## src/rtl/rdn_pkg.sv

```systemverilog
// Shared constants, RDN network weight counts and the line-fetch state encoding
// for the weight memory responder.
package rdn_pkg;

  localparam int WORDS_PER_LINE = 32;

  // Layer weight counts: A = 15x401, B = 15x16, C = 36x16
  localparam int RDN_A_NEURONS = 15;
  localparam int RDN_A_FANIN   = 401;
  localparam int RDN_B_NEURONS = 15;
  localparam int RDN_B_FANIN   = 16;
  localparam int RDN_C_NEURONS = 36;
  localparam int RDN_C_FANIN   = 16;

  localparam int RDN_A_WEIGHTS = RDN_A_NEURONS * RDN_A_FANIN;
  localparam int RDN_B_WEIGHTS = RDN_B_NEURONS * RDN_B_FANIN;
  localparam int RDN_C_WEIGHTS = RDN_C_NEURONS * RDN_C_FANIN;
  localparam int RDN_TOTAL_WEIGHTS = RDN_A_WEIGHTS + RDN_B_WEIGHTS + RDN_C_WEIGHTS;

  function automatic int lines_for(input int weights, input int words_per_line);
    return (weights + words_per_line - 1) / words_per_line;
  endfunction

  localparam int RDN_TOTAL_LINES = lines_for(RDN_TOTAL_WEIGHTS, WORDS_PER_LINE);

  typedef enum logic [1:0] {
    IDLE  = 2'd0,
    ISSUE = 2'd1,
    WAIT  = 2'd2,
    DONE  = 2'd3
  } rdn_state_e;

endpackage

```

## src/rtl/rdn_weight_mem_rsp_if.sv

```systemverilog
// Loader-side and backing-memory-side signals of the weight memory responder.
// The slave modport is the responder's view, master is the environment's view.
interface rdn_weight_mem_rsp_if #(
  parameter int WORDS_PER_LINE = rdn_pkg::WORDS_PER_LINE,
  parameter int ADDR_W         = 16
) ();

  logic                    go;
  logic [ADDR_W-1:0]       base_addr;
  logic                    req_mem;
  logic                    mem_ready;
  logic signed [15:0]      mem_data [WORDS_PER_LINE];
  logic                    rd_en;
  logic [ADDR_W-1:0]       rd_addr;
  logic                    rd_valid;
  logic signed [15:0]      rd_data;
  logic                    busy;
  logic [8:0]              line_cnt;

  modport slave (
    input  go, base_addr, req_mem, rd_valid, rd_data,
    output mem_ready, mem_data, rd_en, rd_addr, busy, line_cnt
  );

  modport master (
    output go, base_addr, req_mem, rd_valid, rd_data,
    input  mem_ready, mem_data, rd_en, rd_addr, busy, line_cnt
  );

endinterface

```

## src/rtl/rdn_line_buf.sv

```systemverilog
// Double-buffered weight line: words land in a shadow copy one at a time and the
// whole line moves to the output registers on a single commit edge.
module rdn_line_buf #(
  parameter int WORDS = 32,
  parameter int IDX_W = 5
) (
  input  logic               clk,
  input  logic               rst_n,
  input  logic               wr_en,
  input  logic [IDX_W-1:0]   wr_idx,
  input  logic signed [15:0] wr_data,
  input  logic               commit,
  output logic signed [15:0] line_data [WORDS],
  output logic               line_ready
);

  logic line_ready_reg;

  genvar gi;
  generate
    for (gi = 0; gi < WORDS; gi++) begin : g_word
      logic signed [15:0] shadow_reg;
      logic signed [15:0] out_reg;

      always_ff @(posedge clk or negedge rst_n) begin
        if (!rst_n) begin
          shadow_reg <= '0;
          out_reg    <= '0;
        end else begin
          if (wr_en && (wr_idx == IDX_W'(gi))) begin
            shadow_reg <= wr_data;
          end
          if (commit) begin
            out_reg <= shadow_reg;
          end
        end
      end

      assign line_data[gi] = out_reg;
    end
  endgenerate

  // Ready rises on the same edge the output line changes
  always_ff @(posedge clk or negedge rst_n) begin
    if (!rst_n) begin
      line_ready_reg <= 1'b0;
    end else begin
      line_ready_reg <= commit;
    end
  end

  assign line_ready = line_ready_reg;

endmodule

```

## src/rtl/rdn_weight_mem_rsp.sv

```systemverilog
// Serves weight lines to the RDN loader: fetches WORDS_PER_LINE words one at a time
// from single-word backing memory, then presents the whole line at once.
module rdn_weight_mem_rsp #(
  parameter int WORDS_PER_LINE = rdn_pkg::WORDS_PER_LINE,
  parameter int ADDR_W         = 16,
  parameter int RD_TAG_EN      = 0
) (
  input  logic                 clk,
  input  logic                 rst_n,
  rdn_weight_mem_rsp_if.slave  bus
);

  import rdn_pkg::*;

  localparam int                IDX_W        = (WORDS_PER_LINE > 1) ? $clog2(WORDS_PER_LINE) : 1;
  localparam logic [IDX_W-1:0]  LAST_IDX     = IDX_W'(WORDS_PER_LINE - 1);
  localparam logic [8:0]        LINE_CNT_MAX = 9'd511;

  rdn_state_e          state_reg, state_next;
  logic                pending_reg, pending_next;
  logic [ADDR_W-1:0]   addr_ptr_reg;
  logic [IDX_W-1:0]    word_idx_reg;
  logic [8:0]          line_cnt_reg;

  logic                start_session;
  logic                word_accept;
  logic                commit;
  logic signed [15:0]  line_data [WORDS_PER_LINE];
  logic                line_ready;

  // Tagged reads are reserved for a future memory port; no behaviour yet
  generate
    if (RD_TAG_EN != 0) begin : g_rd_tag_reserved
    end
  endgenerate

  always_comb begin
    state_next    = state_reg;
    pending_next  = pending_reg;
    start_session = 1'b0;
    word_accept   = 1'b0;
    commit        = 1'b0;

    case (state_reg)
      IDLE: begin
        // go wins over a simultaneous req_mem
        if (bus.go) begin
          start_session = 1'b1;
          state_next    = ISSUE;
        end else if (bus.req_mem) begin
          state_next = ISSUE;
        end
      end

      ISSUE: begin
        state_next = WAIT;
        if (bus.req_mem) begin
          pending_next = 1'b1;
        end
      end

      WAIT: begin
        if (bus.req_mem) begin
          pending_next = 1'b1;
        end
        if (bus.rd_valid) begin
          word_accept = 1'b1;
          state_next  = (word_idx_reg == LAST_IDX) ? DONE : ISSUE;
        end
      end

      DONE: begin
        // A request landing in this final cycle is honoured like a pending one
        commit       = 1'b1;
        pending_next = 1'b0;
        state_next   = (pending_reg || bus.req_mem) ? ISSUE : IDLE;
      end

      default: begin
        state_next = IDLE;
      end
    endcase
  end

  always_ff @(posedge clk or negedge rst_n) begin
    if (!rst_n) begin
      state_reg    <= IDLE;
      pending_reg  <= 1'b0;
      addr_ptr_reg <= '0;
      word_idx_reg <= '0;
      line_cnt_reg <= '0;
    end else begin
      state_reg   <= state_next;
      pending_reg <= pending_next;
      if (start_session) begin
        addr_ptr_reg <= bus.base_addr;
        word_idx_reg <= '0;
        line_cnt_reg <= '0;
      end else if (word_accept) begin
        addr_ptr_reg <= addr_ptr_reg + ADDR_W'(1);
        word_idx_reg <= word_idx_reg + IDX_W'(1);
      end else if (commit) begin
        word_idx_reg <= '0;
        if (line_cnt_reg != LINE_CNT_MAX) begin
          line_cnt_reg <= line_cnt_reg + 9'd1;
        end
      end
    end
  end

  rdn_line_buf #(
    .WORDS (WORDS_PER_LINE),
    .IDX_W (IDX_W)
  ) u_line_buf (
    .clk        (clk),
    .rst_n      (rst_n),
    .wr_en      (word_accept),
    .wr_idx     (word_idx_reg),
    .wr_data    (bus.rd_data),
    .commit     (commit),
    .line_data  (line_data),
    .line_ready (line_ready)
  );

  genvar gi;
  generate
    for (gi = 0; gi < WORDS_PER_LINE; gi++) begin : g_out
      assign bus.mem_data[gi] = line_data[gi];
    end
  endgenerate

  assign bus.rd_en     = (state_reg == ISSUE);
  assign bus.rd_addr   = addr_ptr_reg;
  assign bus.busy      = (state_reg != IDLE);
  assign bus.line_cnt  = line_cnt_reg;
  assign bus.mem_ready = line_ready;

endmodule

```

## src/flat_wrapper.sv

```systemverilog
// flat-port wrapper written by rule: the top's interface ports become plain ports
module rdn_weight_mem_rsp_flat import rdn_pkg::*;
#(
  parameter int WORDS_PER_LINE = rdn_pkg::WORDS_PER_LINE,
  parameter int ADDR_W         = 16,
  parameter int RD_TAG_EN      = 0
)
  (clk, rst_n, bus_go, bus_base_addr, bus_req_mem, bus_rd_valid, bus_rd_data, bus_mem_ready, bus_mem_data, bus_rd_en, bus_rd_addr, bus_busy, bus_line_cnt);
  rdn_weight_mem_rsp_if #(.WORDS_PER_LINE(WORDS_PER_LINE), .ADDR_W(ADDR_W)) bus_i ();
  input  logic clk;
  input  logic rst_n;
  input wire logic [$bits(bus_i.go)-1:0] bus_go;
  input wire logic [$bits(bus_i.base_addr)-1:0] bus_base_addr;
  input wire logic [$bits(bus_i.req_mem)-1:0] bus_req_mem;
  input wire logic [$bits(bus_i.rd_valid)-1:0] bus_rd_valid;
  input wire logic [$bits(bus_i.rd_data)-1:0] bus_rd_data;
  output wire logic [$bits(bus_i.mem_ready)-1:0] bus_mem_ready;
  output wire logic [$bits(bus_i.mem_data)-1:0] bus_mem_data;
  output wire logic [$bits(bus_i.rd_en)-1:0] bus_rd_en;
  output wire logic [$bits(bus_i.rd_addr)-1:0] bus_rd_addr;
  output wire logic [$bits(bus_i.busy)-1:0] bus_busy;
  output wire logic [$bits(bus_i.line_cnt)-1:0] bus_line_cnt;
  assign bus_i.go = bus_go;
  assign bus_i.base_addr = bus_base_addr;
  assign bus_i.req_mem = bus_req_mem;
  assign bus_i.rd_valid = bus_rd_valid;
  assign bus_i.rd_data = bus_rd_data;
  assign bus_mem_ready = bus_i.mem_ready;
  assign bus_mem_data = {>>{bus_i.mem_data}};
  assign bus_rd_en = bus_i.rd_en;
  assign bus_rd_addr = bus_i.rd_addr;
  assign bus_busy = bus_i.busy;
  assign bus_line_cnt = bus_i.line_cnt;
  rdn_weight_mem_rsp #(.WORDS_PER_LINE(WORDS_PER_LINE), .ADDR_W(ADDR_W), .RD_TAG_EN(RD_TAG_EN)) u_core (.clk(clk), .rst_n(rst_n), .bus(bus_i));
endmodule
```

## config.mk

```make
export PLATFORM = sky130hd
export DESIGN_NAME = rdn_weight_mem_rsp_flat
export DESIGN_NICKNAME = d
export VERILOG_FILES = /design/src/rtl/rdn_pkg.sv /design/src/rtl/rdn_weight_mem_rsp_if.sv /design/src/rtl/rdn_line_buf.sv /design/src/rtl/rdn_weight_mem_rsp.sv /design/src/flat_wrapper.sv
export SDC_FILE = /design/constraint.sdc
export NUM_CORES = 2
export LEC_CHECK = 0
export CELL_PAD_IN_SITES_DETAIL_PLACEMENT = 1
export CELL_PAD_IN_SITES_GLOBAL_PLACEMENT = 2
export CORE_ASPECT_RATIO = 0.75
export CORE_MARGIN = 1
export CORE_UTILIZATION = 35
export DETAILED_ROUTE_END_ITERATION = 10
export GPL_TIMING_DRIVEN = 0
export MAX_ROUTING_LAYER = met4
export PLACE_DENSITY = 0.84
export SETUP_SLACK_MARGIN = 0.2
export SLEW_MARGIN = 40
export SYNTH_ARGS = -nofsm -noshare
export SYNTH_HDL_FRONTEND = slang
export SYNTH_SLANG_ARGS = --single-unit
```

## constraint.sdc

```tcl
create_clock -name clk -period 2.24 [get_ports clk]
set_input_delay 0.336 -clock clk [delete_from_list [all_inputs] [get_ports clk]]
set_output_delay 0.336 -clock clk [all_outputs]
set_load 0.1 [all_outputs]
```

# == After elaboration in Yosys (flattened, before gate mapping) ==
# Index checks and enable logic that the tools add are counted.
# word_totals
ff_bits,1058
# classes
addsub,3
n_eq_ne,39
muxes,22
reduce_logical,45
# ops
cell,n
$eq A5 B5 Y1 const B,16
$eq A5 B4 Y1 const B,8
$mux W9,4
$logic_and A1 B1 Y1,32
$mux W16,2
$eq A5 B3 Y1 const B,4
$add A16 B1 Y16 const B,1
$mux W5,3
$eq A5 B2 Y1 const B,2
$reduce_bool A2 Y1,5
$add A9 B1 Y9 const B,1
$ne A9 B9 Y1 const B,1
$mux W2,4
$pmux W2 S4,1
$mux W1,7
$add A5 B1 Y5 const B,1
$eq A5 B1 Y1 const B,1
$logic_not A5 Y1,1
$eq A2 B2 Y1 const B,2
$ne A2 B1 Y1 const B,2
$reduce_and A2 Y1,2
$ne A3 B3 Y1 const B,1
$reduce_and A3 Y1,1
$reduce_bool A3 Y1,1
other kinds (6),6

# == Logic depth before layout (Yosys ltp) ==
# logic_depth
ltp_word,5
depth_mapped,9

# == Modules after synthesis ==
# Synthesis repeated with hierarchy kept, for this count alone.
# unflattened
cells_unflattened,2446
area_unflattened_um2,39887.0
# modules_own_cells
mod,instances,cells_each,area_each_um2
rdn_line_buf,1,2244,38061.5
rdn_weight_mem_rsp,1,202,1825.5

# == Worst setup path before layout ==
# No wires, ideal clock.
# synth_timing
kind,reg2reg
start,"reg u_core.addr_ptr_reg[3], in the netlist u_core.bus.rd_addr[3]"
end,"reg u_core.addr_ptr_reg[15], in the netlist u_core.bus.rd_addr[15]"
arrival_time_ns,2.305
required_ns,2.158
setup_slack_ns,-0.147
path_stages_with_launch,5
path_buffers,0
period_less_slack_ns,2.387
cell_sequence,dfrtp_1 -> nand4_2 -> or4_4 -> or3_1 -> a31oi_1
# synth_between
elab_chain_len,3
# synth_rtl
item,line_no,rtl
start: declaration,rdn_weight_mem_rsp.sv:21,logic [ADDR_W-1:0] addr_ptr_reg;
start signal: assignment,rdn_weight_mem_rsp.sv:96,addr_ptr_reg <= bus.base_addr;
start signal: assignment,rdn_weight_mem_rsp.sv:100,addr_ptr_reg <= addr_ptr_reg + ADDR_W'(1);
$add A16 B1 Y16,rdn_weight_mem_rsp.sv:100,
$mux W16,rdn_weight_mem_rsp.sv:99,end else if (word_accept) begin
$mux W16,rdn_weight_mem_rsp.sv:95,if (start_session) begin
# No other way between the ends. The select of a mux whose other input is x is not followed.
# A chain may end at the register's enable or synchronous reset.

# == Worst setup path after layout ==
# layout_timing
start,reg u_core.word_idx_reg[1]
end,reg u_core.u_line_buf.g_word[12].shadow_reg[11]
# layout_between
elab_chain_len,2
# layout_rtl
item,line_no,rtl
start: declaration,rdn_weight_mem_rsp.sv:22,logic [IDX_W-1:0] word_idx_reg;
start signal: assignment,rdn_weight_mem_rsp.sv:101,word_idx_reg <= word_idx_reg + IDX_W'(1);
$eq A5 B4 Y1,rdn_line_buf.sv:30,if (wr_en && (wr_idx == IDX_W'(gi))) begin
$logic_and A1 B1 Y1,rdn_line_buf.sv:30,
end signal: assignment,rdn_line_buf.sv:31,shadow_reg <= wr_data;
end: declaration,rdn_line_buf.sv:22,logic signed [15:0] shadow_reg;
# No other way between the ends.

==> impl_results.md <==
- Vias per cell: 4.88
- Synth Area in Adders: 0.00438
- Largest stage delay, worst path: 0.44 ns
- Max-Cap Viols: 0
- Crit path required time: 2.85 ns
- CP cell instances: inv_1 -> ha_1 -> buf_4 -> nand2_8 -> nor2_4 -> buf_6 -> buf_8 -> mux2_4
- DR WL met2: a little under 60000 um
- Area of the multi-input gates: 13800 um^2
- Slowest CP cell: dfrtp_2
- Vias in the first global route: about 25000
- # rows: 107
- Worst-Skew Late Latency: 0.73 ns
- Asr flop ratio synth: 1.00
- Most common cell after layout, fill and taps aside: dfrtp_1
- Status: complete, but fails checks
- DR vias: 23700
- Post-Layout Cell Count: 4866
- Slew margin rel.: 0.421
- Clock Skew: approximately 0.026 ns
- Ys flop type: dfrtp_1
- Largest net degree at the start of global routing: about 110
- First-pass DRT Iterations: 5
- GRT overflow: 0
- Register area: 26500 um^2
- Minimum clock period: 2.18 ns
- CTS root buf: clkbuf_16
- Final period util: 0.973
- Die height: between 200 and 300 um
- Simple-Gate Fraction of Synth Area: 0.0190
- Initial drt markers: 1080
- Mux cell area share after synthesis: 0.288
- Pleak: 27.5 nW
- Clock sinks: 1058
- Placed cell count: 4575
- Critical Path End Type: register
- Crit-path max FO: 6
- Crit start category: register
- H-tree Lvls: 3
- Net Sw Power: 18.4 mW
- Slew @ Worst Pin: 0.869 ns
- Synth Register Bits: around 1100
- # nets final: 3298
- Finish-stage setup viols: 0
- Netlist cell types: 40
- Largest family of logic cells by synthesized area: multiplexers
- Hold WC Path Type: primary input to async pin
- Final Max Tran Viols: 0
- Max Clk Rate: approximately 460 MHz
- Flop pwr share: 0.392
- CTS buffer count: 108
- Clock-pin slew on the worst setup and hold paths: about 0.070 ns
- Die footprint: 116000 um^2
- Avg Inst Size Synth: between 15 and 20 um^2
- Syn nets: between 2000 and 3000
- RSZ-0062 raised after global routing: yes
- I/O Buffers: 575
- Seq/Total Area, Yosys: 0.662
- Buffer depth of the longest clock path: 3
- DR WL/cell: approximately 26 um
- Most frequent cells in the layout: dfrtp_1 (1039), mux2_2 (892), buf_2 (550)
- Mapped Area: 40000 um^2
- CTS tree: built
- Share of post-route cells with drive strength above 1: 0.619
- FF-to-FF Start: u_core.word_idx_reg[1]$_DFFE_PN0P_
- DRC: 0
- Synthesized instance count: about 2500
- Synth warnings: 0
- Placer congestion estimate: ~0.77
- Antenna Nets Post-Route: 0
- Area growth syn-to-layout: 29.4%
- Die width: 392 um
- I/O pin count: between 500 and 600
- Fillcell total: approximately 11000
- Number of synthesized flops with an enable pin: 0
- CP Data Arrival Time: 2.79 ns
- Final hold violations: 133
- Internal power: 35.1 mW
- Post-layout power: 53.5 mW
- Total GRT Usage: 0.222
- First-pass GRT wire length: between 150000 and 200000 um
- Routed wire length: 126000 um
- CP Class: register to register
- Switch share: 0.344
- Clock share of power: 0.351
- Failing checks: hold timing
- Initial antenna violation count: 11
- CP startpoint: u_core.word_idx_reg[1]$_DFFE_PN0P_
- Starting density of the core: 0.353
- Post-synthesis compound-gate area fraction: 0.00485
- PD cells: approximately 1000 nW/um^2
- Hold WS: -0.466 ns
- HPWL Detailed: 82700 um
- Wl on met1: 54800 um
- Core Area: ~110000 um^2
- Max VDD drop: ~620 uV
- Final core occ: 0.457
- Routed met3 length: around 8500 um
- Uppermost layer routed: met4
- Logic pwr share: 0.257
- Synth Area in XOR/XNOR: 0.00372
-- synth_stat cells (6+ instances only) --
cell type | number | area (um^2)
dfrtp_1 | 1058 | 26500
mux2_2 | 1024 | 11500
clkbuf_1 | 92 | 345
nand2_1 | 47 | 176
buf_2 | 35 | 175
nor2_1 | 22 | 82.6
buf_1 | 19 | 71.3
o21ai_0 | 17 | 85.1
nand3_1 | 15 | 75.1
ha_1 | 14 | 175
nor2_2 | 11 | 68.8
xnor2_1 | 11 | 96.3
a21oi_1 | 10 | 50.1
buf_4 | 9 | 67.6
inv_1 | 9 | 33.8
nand2_2 | 8 | 50.1
nand4_1 | 8 | 50.1
nand2b_1 | 7 | 43.8
xor2_1 | 6 | 52.6
-- power groups by stage --
| stage | logic, mW | clock network (mW) | registers, mW |
|---|---|---|---|
| 2_1_floorplan | 4.69 | 0 | 25.5 |
| 3_3_place_gp | 12.9 | 0 | 21.4 |
| 3_5_place_dp | 12.7 | 0 | 21.3 |
| 4_1_cts | 13.4 | 19.3 | 21.0 |
| 5_1_grt | 14.4 | 20.0 | 21.1 |
| 6_report | 13.7 | 18.8 | 21.0 |
-- final cells by class --
type,count,share of cell area
well taps,1526,0.0369
multi-input cells,1238,0.266
clock buffers,146,0.0584
flip-flops and latches,1058,0.512
plain buffers,157,0.0261
clock inverters,49,0.0124
diodes,8,0.000387
repair buffers,675,0.0875
inverters,9,0.000749
-- final timing paths --
path | slack, ns | depth (start not counted) | end
max | 0.06 | 8 | u_core.u_line_buf.g_word[12].shadow_reg[11]$_DFFE_PN0P_
min | -0.47 | 1 | u_core.u_line_buf.g_word[30].out_reg[8]$_DFFE_PN0P_
max reg2reg | 0.06 | 8 | u_core.u_line_buf.g_word[12].shadow_reg[11]$_DFFE_PN0P_
min reg2reg | 0.49 | 1 | u_core.u_line_buf.g_word[20].out_reg[13]$_DFFE_PN0P_
max in group asynchronous | 0.71 | 6 | u_core.u_line_buf.g_word[10].shadow_reg[10]$_DFFE_PN0P_
min in group clk | 0.14 | 3 | u_core.state_reg[1]$_DFFE_PN0P_
-- routing by layer --
layer / vias up / track usage
met5: - / -
met4: 0 / 0.0630
met3: 175 / 0.0633
met2: 565 / 0.338
met1: 12700 / 0.287
li1: 10300 / -
-- cell families (layout without fill, tap and decap cells) --
| group | Yosys count | after routing |
|---|---|---|
| XOR/XNOR | 17 | 17 |
| multiplexers | 1024 | 1024 |
| AND/OR/NAND/NOR | 148 | 148 |
| buffers and inverters | 166 | 1036 |
| adder cells (fa/ha/maj) | 14 | 14 |
| other | 0 | 8 |
| AO/OA/AOI/OAI | 35 | 35 |
| flip-flops | 1058 | 1058 |
-- through the flow --
stage | area (um^2) | setup slack [ns] | TNS [ns]
after floorplan | 40200 | 0.154 | 0
after global placement | 47800 | -55.33 | -
after detailed placement | 45500 | -1.02 | -571.78
after CTS | 50700 | -0.0195 | -0.764
after global routing | 51800 | -0.0133 | -0.0612
final | 51800 | 0.0597 | 0
-- repair_timing --
action | in CTS | in global routing
resized for setup | 291 | 193
endpoints found under the hold margin | 157 | 129
setup endpoints to repair | 1155 | 1013
pin swaps | 19 | 15
hold buffers | 1 | 1
cloned | 8 | 9
buffers inserted | 45 | 24
-- worst max-delay path: cells and delay by family (launching register included) --
| kind | cells | cell delay, ns |
|---|---|---|
| adder cells (fa/ha/maj) | 1 | 0.16 |
| multiplexers | 1 | 0.30 |
| flip-flops | 1 | 0.44 |
| AND/OR/NAND/NOR | 2 | 0.41 |
| buffers and inverters | 4 | 0.72 |
Power figures use the tool's default switching activity.
